## config.mk

```make
export PLATFORM = sky130hd
export DESIGN_NAME = order_packet_tx
export DESIGN_NICKNAME = d
export VERILOG_FILES = /design/src/rtl/order_packet_tx.sv
export SDC_FILE = /design/constraint.sdc
export NUM_CORES = 1
export LEC_CHECK = 0
export CAP_MARGIN = 20
export CELL_PAD_IN_SITES_DETAIL_PLACEMENT = 2
export CELL_PAD_IN_SITES_GLOBAL_PLACEMENT = 2
export CORE_MARGIN = 4
export CORE_UTILIZATION = 44
export CTS_CLUSTER_DIAMETER = 50
export DETAILED_ROUTE_END_ITERATION = 7
export PLACE_DENSITY = 0.88
export REMOVE_ABC_BUFFERS = 1
export SYNTH_ARGS = -nofsm -noshare
export SYNTH_HDL_FRONTEND = slang
export SYNTH_SLANG_ARGS = --single-unit
```

## constraint.sdc

```tcl
create_clock -name clk -period 12.3 [get_ports clk]
set_input_delay 1.23 -clock clk [delete_from_list [all_inputs] [get_ports clk]]
set_output_delay 1.23 -clock clk [all_outputs]
set_load 0.03 [all_outputs]
```

## src/rtl/order_packet_tx.sv

```systemverilog
// Outbound order transmitter: buffers orders in a small FIFO and serializes each
// into a 128-bit framed packet with sequence number and XOR checksum.
module order_packet_tx #(
  parameter int          DEPTH = 4,
  parameter logic [7:0]  SOF   = 8'hA5
) (
  input  logic                     clk,
  input  logic                     reset_n,
  input  logic [31:0]              order_id,
  input  logic [31:0]              order_price,
  input  logic [23:0]              order_qty,
  input  logic                     order_side,
  input  logic                     order_valid,
  output logic                     order_ready,
  input  logic                     tx_enable,
  output logic [127:0]             packet_out,
  output logic                     packet_out_valid,
  input  logic                     packet_out_ready,
  output logic [$clog2(DEPTH):0]   fifo_level,
  output logic [15:0]              seq_next
);

  localparam int AW = $clog2(DEPTH);
  localparam int EW = 89;
  localparam logic [AW:0] PTR_ONE = 1;

  localparam logic [0:0] ST_EMPTY = 1'b0;
  localparam logic [0:0] ST_HOLD  = 1'b1;

  logic [EW-1:0]  mem [DEPTH];
  logic [AW:0]    wr_ptr;
  logic [AW:0]    rd_ptr;
  logic [0:0]     state;
  logic           full;
  logic           empty;
  logic           push;
  logic           pop;
  logic [EW-1:0]  head;
  logic [119:0]   body;
  logic [7:0]     csum;

  // The extra pointer bit tells full (MSBs differ) from empty (pointers equal).
  assign full  = (wr_ptr[AW] != rd_ptr[AW]) && (wr_ptr[AW-1:0] == rd_ptr[AW-1:0]);
  assign empty = (wr_ptr == rd_ptr);

  assign order_ready      = !full;
  assign push             = order_valid && !full;
  assign pop              = !empty && tx_enable && ((state == ST_EMPTY) || packet_out_ready);
  assign packet_out_valid = (state == ST_HOLD);
  assign fifo_level       = wr_ptr - rd_ptr;

  always_ff @(posedge clk) begin
    if (push) begin
      mem[wr_ptr[AW-1:0]] <= {order_id, order_price, order_qty, order_side};
    end
  end

  always_ff @(posedge clk or negedge reset_n) begin
    if (!reset_n) begin
      wr_ptr <= '0;
      rd_ptr <= '0;
    end else begin
      if (push) begin
        wr_ptr <= wr_ptr + PTR_ONE;
      end
      if (pop) begin
        rd_ptr <= rd_ptr + PTR_ONE;
      end
    end
  end

  assign head = mem[rd_ptr[AW-1:0]];
  assign body = {SOF, seq_next, head[88:57], head[56:25], head[24:1], 7'd0, head[0]};

  always_comb begin
    csum = '0;
    for (int i = 0; i < 15; i++) begin
      csum = csum ^ body[i*8 +: 8];
    end
  end

  // A pop always forms a packet, so the sequence number advances with every pop.
  always_ff @(posedge clk or negedge reset_n) begin
    if (!reset_n) begin
      state      <= ST_EMPTY;
      packet_out <= '0;
      seq_next   <= '0;
    end else begin
      if (pop) begin
        state      <= ST_HOLD;
        packet_out <= {body, csum};
        seq_next   <= seq_next + 16'd1;
      end else if ((state == ST_HOLD) && packet_out_ready) begin
        state <= ST_EMPTY;
      end
    end
  end

endmodule

```

==> summary.md, run 1 <==
| Metric | Value |
|---|---|
| Number of synthesized flops with an enable pin | 356 |
| Ys async rst share | 27.8% |
| Die Footprint | 47,300 sq um |
| FF-to-FF setup slack | 8.82 ns |
| Share of the synthesized area in the top cell type | 55.4% |
| Cts hold-fix bufs | 0 |
| Fillcell total | 3,766 |
| Max Clock Freq | 253 MHz |
| Top-count cell post-synth | edfxtp_1 |
| Pwr dens | 304 nW/um^2 |
| DR WL/cell | 26.4 microns |
| Peak supply drop | 0.000157 V |
| Setup crit start | rd_ptr[1] |
| Max-slew violations | 0 |
| Design Area, Final | 24,000 sq um |
| Fin crit share | 32.1% |
| Starting Density | 44.6% |
| CP max FO | 28 |
| ANT nets after route | 0 |
| Area Growth Syn to Fin | 24.4% |
| WL final | 53.5 mm |
| Hold crit path type | register to register |
| Core ar. | 43,300 sq um |
| Final design utilization | 55.5% |
| RR Endpoint | seq_next[2] |
| # Post-CTS Setup Buffers | 0 |
| Comb pwr share | 42.0% |
| Area contributors post-synth | edfxtp_1 (55%), dfrtp_1 (18%), mux4_2 (7.5%), nand2_1 (6.5%), xnor2_1 (3.7%) |
| Sink Count | 493 |
| Mean post-synth cell area | 16.8 sq um |
| Worst-skew pair later-pin latency | 0.59 ns |
| Layout cell share with drive strength beyond 1 | 12.0% |
| Minimum clock period | 3.95 ns |
| H-tree levels | 2 |
| Sw Pwr | 2.61 mW |
| Root Buffer | clkbuf_16 |
| R2r worst-path depth | 9 |
| Final Hold Viols | 0 |
| Die X | 217 microns |
| Crit path max-delay cell type | clkdlybuf4s50_1 |
| Max-slew headroom | 30.6% |
| Footprint of the multi-input gates | 4820 sq um |
| CTS Buffer Depth | 3 |
| Post-synthesis cell count | 1,146 |
| Reg2reg start | rd_ptr[1] |
| Setup tns final | 0 ns |
| CP Capture Type | output pin |
| Post-detailed-route DRC marker count | 0 |
| Register area share after synthesis | 73.1% |
| Tot Pwr | 7.30 mW |
| CP Class | register to output pin |
| Clock-pin slew on the worst setup and hold paths | 0.05 ns |
| Post_cts resized | 0 |
| Gr usage total | 22.6% |
| Share of power burned in registers | 34.9% |
| Cells along the critical path | inv_1 > ha_1 > nand3_1 > clkdlybuf4s50_1 |
| Final nets | 1,495 |
| Via Count | 10,600 |
| Total grt overflow | 0 |
| Synth cell types | 32 |
| First-pass GRT wire length | 80.2 mm |
| Placed Area | 22,100 sq um |
| CP arrival | 2.72 ns |
| Pre-Repair DR Iteration Count | 5 |
| Initial antenna violation count | 4 |
| Post-route clock skew | 0.0170 ns |
| #FFs+latches synth | 493 |
| Post-synth top cells | edfxtp_1 (356), nand2_1 (335), dfrtp_1 (137) |
| Final Wtd Congestion | 0.710 |
| Detailed Place HPWL | 33.8 mm |
| Final setup viols | 0 |
| Max Cap Viol | 0 |
| Startpoint Class | register |
| I/O Buffers | 231 |
| Dominant synthesized flop cell | edfxtp_1 |
| TritonCTS clock tree | done |
| I/O pins | 243 |
| Clock power share | 23.0% |
| Worst Hold Launch | packet_out[30] |
| Status | complete, no violations |
| Pleak | 9.07 nW |
| Register area | 14,100 sq um |
| Syn. warnings | 0 |
| RSZ-0062 raised after global routing | false |
| CTS Buf Count | 55 |
| Largest area contributor in the netlist | edfxtp_1 |
| Internal power | 4.68 mW |
| Number of global-route vias before repair | 12,400 |
| Hold Path Sink | packet_out[30] |
| Chip Height | 217 microns |
| DR iter-0 viols | 678 |
| Worst Hold Path Cells | 2 |
| Tightest Pin Transition | 1.04 ns |
| Syn Std Cell Area | 19,300 sq um |
| Row count | 76 |
| Vias/cell | 5.26 |
| Largest net degree at the start of global routing | 92 |
| Final Hold Slack | 0.472 ns |
| Critical path required time | 11.07 ns |
| Net switching fraction of the power | 35.8% |
| Critical Path Max Stage Delay | 0.73 ns |
## critical path, delay by kind of cell (launching register included)
kind	cells	cell delay [ns]
flip-flops	1	0.70
buffers and inverters	2	0.88
adder cells (fa/ha/maj)	1	0.34
AND/OR/NAND/NOR	1	0.23
## cell usage in the layout, fill, tap and decap left out, types with 2 or more instances in the layout
| cell | instances |
|---|---|
| and3_4 | 4 |
| buf_4 | 11 |
| bufinv_16 | 5 |
| clkbuf_1 | 10 |
| clkbuf_16 | 57 |
| clkbuf_8 | 11 |
| clkdlybuf4s50_1 | 230 |
| clkinv_1 | 3 |
| clkinv_2 | 10 |
| clkinv_4 | 4 |
| clkinvlp_4 | 2 |
| conb_1 | 11 |
| dfrtp_1 | 135 |
| dfrtp_4 | 2 |
| diode_2 | 2 |
| edfxtp_1 | 356 |
| ha_1 | 8 |
| inv_1 | 7 |
| mux4_1 | 25 |
| mux4_2 | 64 |
| nand2_1 | 335 |
| nand2b_1 | 2 |
| nand3_1 | 6 |
| nand4_1 | 4 |
| nor2_1 | 5 |
| o21ai_0 | 7 |
| o21ai_1 | 5 |
| xnor2_1 | 82 |
| xnor3_1 | 9 |
| xor2_1 | 18 |
## worst max path at each step
stage,depth (start not counted),slack [ns],end
final,4,8.35,order_ready
after global routing,4,8.22,order_ready
after CTS,4,8.29,order_ready
after detailed placement,8,8.23,seq_next[2]
after global placement,8,8.38,seq_next[2]
after floorplan,5,1.10,rd_ptr[1]
## power by group through the flow
stage	clock network [mW]	registers (mW)	logic, mW
after detailed placement	0	2.58	3.06
after CTS	1.72	2.56	3.13
final	1.68	2.55	3.07
after floorplan	0	2.91	1.69
after global placement	0	2.52	2.91
after global routing	1.80	2.59	3.28
## cell families after synthesis
logic type	count (synthesis)	synth area share (%)
simple gates	360	7.22
xor+xnor	109	5.59
other cells	1	0.0194
compound gates	13	0.350
fa+ha+maj	9	0.622
flops	493	73.1
mux	89	10.9
buf+inv	72	2.21
## metrics by stage
step	worst slack [ns]	std cells
after detailed placement	8.23	1919
after global routing	8.22	2023
final	8.35	2024
after CTS	8.29	2021
after floorplan	1.10	1092
after global placement	8.38	1919
## per-layer routing
layer  wire length (microns)  up-vias  share of wire [%]  track usage [%]
li1                        -     4632                  -                -
met1                   20600     5650                 38             26.8
met2                   29400      277                 55             42.6
met3                    2290       77                4.3             3.71
met4                    1220        2                2.3             6.02
met5                       8        -              0.015                0
## flip-flops by register name, indices dropped and copies added (netlist names)
name and cells:
seq_next 16, wr_ptr 3, packet_out 114, rd_ptr 3, mem 356, packet_out_valid 1
## final cells by class
| type | instances | share of cell area (%) |
|---|---|---|
| sequential | 493 | 58.8 |
| multi-input combinational | 591 | 20.1 |
| timing repair buffer | 243 | 10.1 |
| clock buffer | 78 | 6.73 |
| tap | 585 | 3.05 |
| clock inverter | 24 | 1.09 |
| inverter | 8 | 0.135 |
| antenna | 2 | 0.0208 |
Note: power is estimated with default switching activity, not from simulation.
==> run 2: changes to the inputs <==
--- a/config.mk
+++ b/config.mk
@@ -9,10 +9,10 @@
 export CELL_PAD_IN_SITES_DETAIL_PLACEMENT = 2
 export CELL_PAD_IN_SITES_GLOBAL_PLACEMENT = 2
 export CORE_MARGIN = 4
-export CORE_UTILIZATION = 44
+export CORE_UTILIZATION = 37
 export CTS_CLUSTER_DIAMETER = 50
 export DETAILED_ROUTE_END_ITERATION = 7
-export PLACE_DENSITY = 0.88
+export PLACE_DENSITY = 0.79
 export REMOVE_ABC_BUFFERS = 1
 export SYNTH_ARGS = -nofsm -noshare
 export SYNTH_HDL_FRONTEND = slang
==> constraint.sdc (replaced) <==
create_clock -name clk -period 3.3 [get_ports clk]
set_input_delay 0.33 -clock clk [delete_from_list [all_inputs] [get_ports clk]]
set_output_delay 0.33 -clock clk [all_outputs]
set_load 0.03 [all_outputs]
==> summary.md, run 2 (synthesized netlist as in run 1, its figures left out) <==
| Metric | Value |
|---|---|
| Status | complete, no violations |
| Max-slew headroom | 45.2% (+15 points) |
| Peak supply drop | 0.000484 V (+210%) |
| Final setup viols | 0 (unchanged) |
| Post-route clock skew | 0.0189 ns (+0.00187 ns) |
| Worst Setup EP | fifo_level[2] |
| Final Wtd Congestion | 0.724 (+1.9%) |
| Max FFs per register | 356 (unchanged) |
| Chip Height | 236 microns (+8.7%) |
| Vias/cell | 5.01 (-4.8%) |
| Commonest non-fill, non-tap cell in the layout | edfxtp_1 |
| First-pass GRT wire length | 80.0 mm (-0.24%) |
| DR WL/cell | 24.8 microns (-6.3%) |
| R2r worst-path depth | 6 (-3) |
| Row count | 83 (+9.2%) |
| Clock-pin slew on the worst setup and hold paths | 0.06 ns (about the same) |
| Root Buffer | clkbuf_16 |
| FF-to-FF setup slack | 0.45 ns (-8.37 ns) |
| Tot Pwr | 26.9 mW (+270%) |
| Die Footprint | 55,900 sq um (+18%) |
| Layout cell share with drive strength beyond 1 | 12.5% (+0.44 points) |
| Max Cap Viol | 0 (unchanged) |
| RR Endpoint | packet_out[6] |
| Setup WS post-layout | 0.186 ns (-8.16 ns) |
| Sink Count | 493 (unchanged) |
| Startpoint Class | register |
| Final Hold Viols | 0 (unchanged) |
| Setup tns final | 0 ns (unchanged) |
| Fin cells | 2,133 (+5.4%) |
| Gr usage total | 18.8% (-3.8 points) |
| TritonCTS clock tree | done |
| Core ar. | 51,500 sq um (+19%) |
| Most frequent cells in the layout | edfxtp_1 (356), nand2_1 (335), clkdlybuf4s50_1 (230) |
| Final nets | 1,508 (+0.87%) |
| CP Capture Type | output pin |
| DR iter-0 viols | 592 (-13%) |
| CTS Buffer Depth | 3 (unchanged) |
| Fin crit share | 94.4% |
| Hold crit path type | primary input to asynchronous set/reset pin |
| Detailed Place HPWL | 33.7 mm (-0.27%) |
| Critical path required time | 2.97 ns (-8.10 ns) |
| Area Growth Syn to Fin | 25.6% |
| Fillcell total | 4,800 (+27%) |
| Pre-Repair DR Iteration Count | 4 (-1) |
| Max Clock Freq | 321 MHz |
| Tightest Pin Transition | 0.822 ns (-0.219 ns) |
| CTS Buf Count | 55 (unchanged) |
| Final design utilization | 47.1% (-8.4 points) |
| I/O Buffers | 231 (unchanged) |
| Minimum clock period | 3.11 ns |
| Critical Path Max Stage Delay | 0.69 ns (-0.04 ns) |
| Cells along the critical path | ha_1 > fa_1 > xor2_1 > clkdlybuf4s50_1 |
| Post-detailed-route DRC marker count | 0 (unchanged) |
| Reg2reg start | rd_ptr[0] |
| Worst-skew pair later-pin latency | 0.60 ns (about the same) |
| WL final | 52.8 mm (-1.2%) |
| CP Class | register to output pin |
| Die X | 236 microns (+8.7%) |
| Number of global-route vias before repair | 12,300 (-1.0%) |
| Via Count | 10,700 (+0.36%) |
| Pre-CTS setup slack | 0.446 ns (-7.79 ns) |
| Starting Density | 37.5% (-7.1 points) |
| CP Depth | 4 (unchanged) |
| Placed cells | 2,027 (+5.6%) |
| CP arrival | 2.78 ns (+0.06 ns) |
| I/O pins | 243 (unchanged) |
| CP max FO | 19 (-32%) |
| Pleak | 9.11 nW (+0.48%) |
| CP Buf/Inv Count | 1 (-1) |
| Setup crit start | rd_ptr[0] |
| RSZ-0062 raised after global routing | false |
| Pwr dens | 1110 nW/um^2 (+270%) |
| ANT nets after route | 0 (unchanged) |
| Max-slew violations | 0 (unchanged) |
| Top delay family on crit path | buffers and inverters |
| Initial antenna violation count | 2 (-2) |
| H-tree levels | 2 (unchanged) |
| Largest net degree at the start of global routing | 90 (-2.2%) |
| Crit path max-delay cell type | clkdlybuf4s50_1 |
| Total grt overflow | 0 (unchanged) |
==> run 2: cell count changes in the layout (fill, tap and decap cells not counted), sizes merged <==
cell | before | now
clkbuf | 78 | 74
clkinv | 17 | 19
clkinvlp | 2 | 1
dlygate4sd3 | 0 | 1
bufinv | 5 | 2
buf | 13 | 25
inv | 8 | 15
==> run 2: worst reg2reg max path: cells and delay by family, from the launching register on <==
family	cells	cell delay [ns]
compound gates	1	0.12
xor+xnor	3	0.92
buf+inv	1	0.33
flops	1	0.70
mux	1	0.70
==> run 2: layer usage <==
metal,up-vias,part of all wire [%],GRT usage (%)
li1,4653,-,-
met1,5736,41,23.3
met2,232,53,34.1
met3,53,4.4,3.46
met4,2,1.8,4.46
met5,-,0.021,0
==> run 2: cell type report <==
type	instances	area, sq um	area share, %
sequential	493	14100	58.3
timing repair buffer	256	2670	11.0
multi-input combinational	591	4820	19.9
inverter	8	32.5	0.134
clock inverter	29	224	0.924
tap	680	851	3.51
antenna	2	5.00	0.0206
clock buffer	74	1520	6.26
==> run 2: repair_timing <==
item	in CTS	in global routing
hold buffers	1	0
endpoints found under the hold margin	54	0
resized for setup	0	0
buffers inserted	0	0
==> run 2: per-stage QoR <==
step	hold WS (ns)	cell area (sq um)
floorplan	0.0344	18900
global route	0.349	24200
CTS	0.306	24200
global placement	0.357	22500
finish	0.298	24200
detailed placement	0.367	22500
==> run 2: how the worst min path moves through the flow <==
stage                          to  slack, ns  cells past startpoint
finish              packet_out[8]       0.30                      2
global placement    packet_out[0]       0.36                      1
floorplan           packet_out[0]       0.03                      0
CTS                 packet_out[8]       0.31                      2
detailed placement  packet_out[0]       0.37                      1
global route        packet_out[8]       0.35                      2
==> run 2: report_power, final <==
| part | switching [mW] | internal [mW] |
|---|---|---|
| clock network | 2.51 | 3.40 |
| registers | 0.900 | 8.52 |
| logic | 6.26 | 5.31 |
==> run 3: changes to the inputs <==
==> constraint.sdc (replaced) <==
create_clock -name clk -period 3.3 [get_ports clk]
set_input_delay 0.33 -clock clk [delete_from_list [all_inputs] [get_ports clk]]
set_output_delay 0.33 -clock clk [all_outputs]
set_load 0.005 [all_outputs]
==> summary.md, run 3 (synthesized netlist as in run 1, its figures left out) <==
| Metric | Value |
|---|---|
| Status | complete, no violations |
| Core ar. | 51,500 sq um (unchanged) |
| Via Count | 10,700 (+0.39%) |
| DR WL/cell | 24.6 microns (-0.70%) |
| Post-detailed-route DRC marker count | 0 (unchanged) |
| Row count | 83 (unchanged) |
| # Post-CTS Setup Buffers | 0 (unchanged) |
| Tightest Pin Transition | 0.707 ns (-0.116 ns) |
| CP Capture Type | output pin |
| Max Cap Viol | 0 (unchanged) |
| Clock-pin slew on the worst setup and hold paths | 0.06 ns (about the same) |
| Setup WS post-layout | 0.254 ns (+0.0682 ns) |
| Footprint of the multi-input gates | 4820 sq um (unchanged) |
| Initial antenna violation count | 5 (+3) |
| Number of global-route vias before repair | 12,300 (+0.66%) |
| Peak supply drop | 0.000471 V (-2.7%) |
| CTS Buf Count | 57 (+3.6%) |
| Critical path required time | 2.97 ns (about the same) |
| Max Clock Freq | 328 MHz (+2.2%) |
| Tot Pwr | 25.7 mW (-4.7%) |
| Die X | 236 microns (unchanged) |
| Post-route clock skew | 0.0104 ns (-0.00849 ns) |
| Max-slew violations | 0 (unchanged) |
| Minimum clock period | 3.05 ns (-0.0682 ns) |
| Post_cts resized | 0 (unchanged) |
| Final setup viols | 0 (unchanged) |
| Cts hold-fix bufs | 1 (unchanged) |
| I/O pins | 243 (unchanged) |
| Pleak | 9.15 nW (+0.48%) |
| Final nets | 1,517 (+0.60%) |
| Total grt overflow | 0 (unchanged) |
| Sink Count | 493 (unchanged) |
| Hold crit path type | primary input to asynchronous set/reset pin |
| Placed Area | 22,500 sq um (+0.23%) |
| Layout cell share with drive strength beyond 1 | 13.0% (+0.54 points) |
| CTS Buffer Depth | 3 (unchanged) |
| Max-slew headroom | 52.9% (+7.7 points) |
| Design Area, Final | 24,300 sq um (+0.38%) |
| Most frequent cells in the layout | edfxtp_1 (356), nand2_1 (335), clkdlybuf4s50_1 (230) |
| Pwr dens | 1050 nW/um^2 (-5.0%) |
| Largest net degree at the start of global routing | 90 (unchanged) |
| Die Footprint | 55,900 sq um (unchanged) |
| Pre-Repair DR Iteration Count | 4 (unchanged) |
| FF-to-FF setup slack | 0.56 ns (+0.11 ns) |
| Fillcell total | 4,790 (-0.21%) |
| CP max FO | 44 (+25) |
| Gr usage total | 18.7% (-0.080 points) |
| DR iter-0 viols | 635 (+7.3%) |
| Vias/cell | 5.00 (about the same) |
| Area Growth Syn to Fin | 26.0% |
| Detailed Place HPWL | 34.6 mm (+2.8%) |
| Fin crit share | 92.3% (-2.1 points) |
| Startpoint Class | register |
| Worst-skew pair later-pin latency | 0.59 ns (about the same) |
| Pre-CTS setup slack | 0.540 ns (+0.0938 ns) |
| Chip Height | 236 microns (unchanged) |
| Starting Density | 37.5% (unchanged) |
| TritonCTS clock tree | done |
| RSZ-0062 raised after global routing | false |
| H-tree levels | 2 (unchanged) |
| CP arrival | 2.72 ns (-0.06 ns) |
| First-pass GRT wire length | 79.5 mm (-0.62%) |
| I/O Buffers | 231 (unchanged) |
| Max FFs per register | 356 (unchanged) |
| Final Hold Slack | 0.320 ns (+0.0220 ns) |
| WL final | 52.7 mm (-0.29%) |
| CP Class | register to output pin |
| Final Hold Viols | 0 (unchanged) |
| Root Buffer | clkbuf_16 |
| ANT nets after route | 0 (unchanged) |
| Final Wtd Congestion | 0.722 (-0.23%) |
| Commonest non-fill, non-tap cell in the layout | edfxtp_1 |
| Register area | 14,100 sq um (unchanged) |
run 3: layout make-up:
class / instances / area share [%]
sequential: 493 / 58.0
multi-input combinational: 591 / 19.8
timing repair buffer: 263 / 11.2
clock buffer: 77 / 6.50
tap: 680 / 3.50
clock inverter: 28 / 0.823
inverter: 8 / 0.134
antenna: 2 / 0.0206
run 3: metrics by stage:
step	setup TNS [ns]	util [%]	instances
floorplan	-2166.82	-	1092
global placement	0	43.8	2034
detailed placement	0	43.8	2034
finish	0	47.2	2142
CTS	0	47.2	2140
global route	0	47.2	2141
run 3: critical path, stage by stage (launching register included):
cell and delay [ns]:
dfrtp_4 0.64, buf_12 0.34, fa_1 0.53, inv_1 0.08, clkdlybuf4s50_1 0.50
run 3: final timing paths:
check,start,to,cells after the start
min in group clk,order_price[23],mem[2][48],1
min reg2reg,packet_out[54],packet_out[54],2
max reg2reg,rd_ptr[0],packet_out[5],6
max in group asynchronous,reset_n,rd_ptr[1],3
min,reset_n,packet_out[0],2
max,rd_ptr[1],fifo_level[1],4
run 3: where the power goes:
group | internal (mW) | total, mW | switching, mW
combinational | 5.34 | 10.3 | 4.91
sequential | 8.52 | 9.41 | 0.893
clock | 3.45 | 5.99 | 2.54
run 3: per-layer routing:
layer  vias up  GRT usage (%)  part of all wire, %
met3        81           2.95                  3.7
met2       212           34.1                   53
li1       4681              -                    -
met4         6           4.94                  1.9
met1      5738           23.3                   41
met5         -              0                0.066
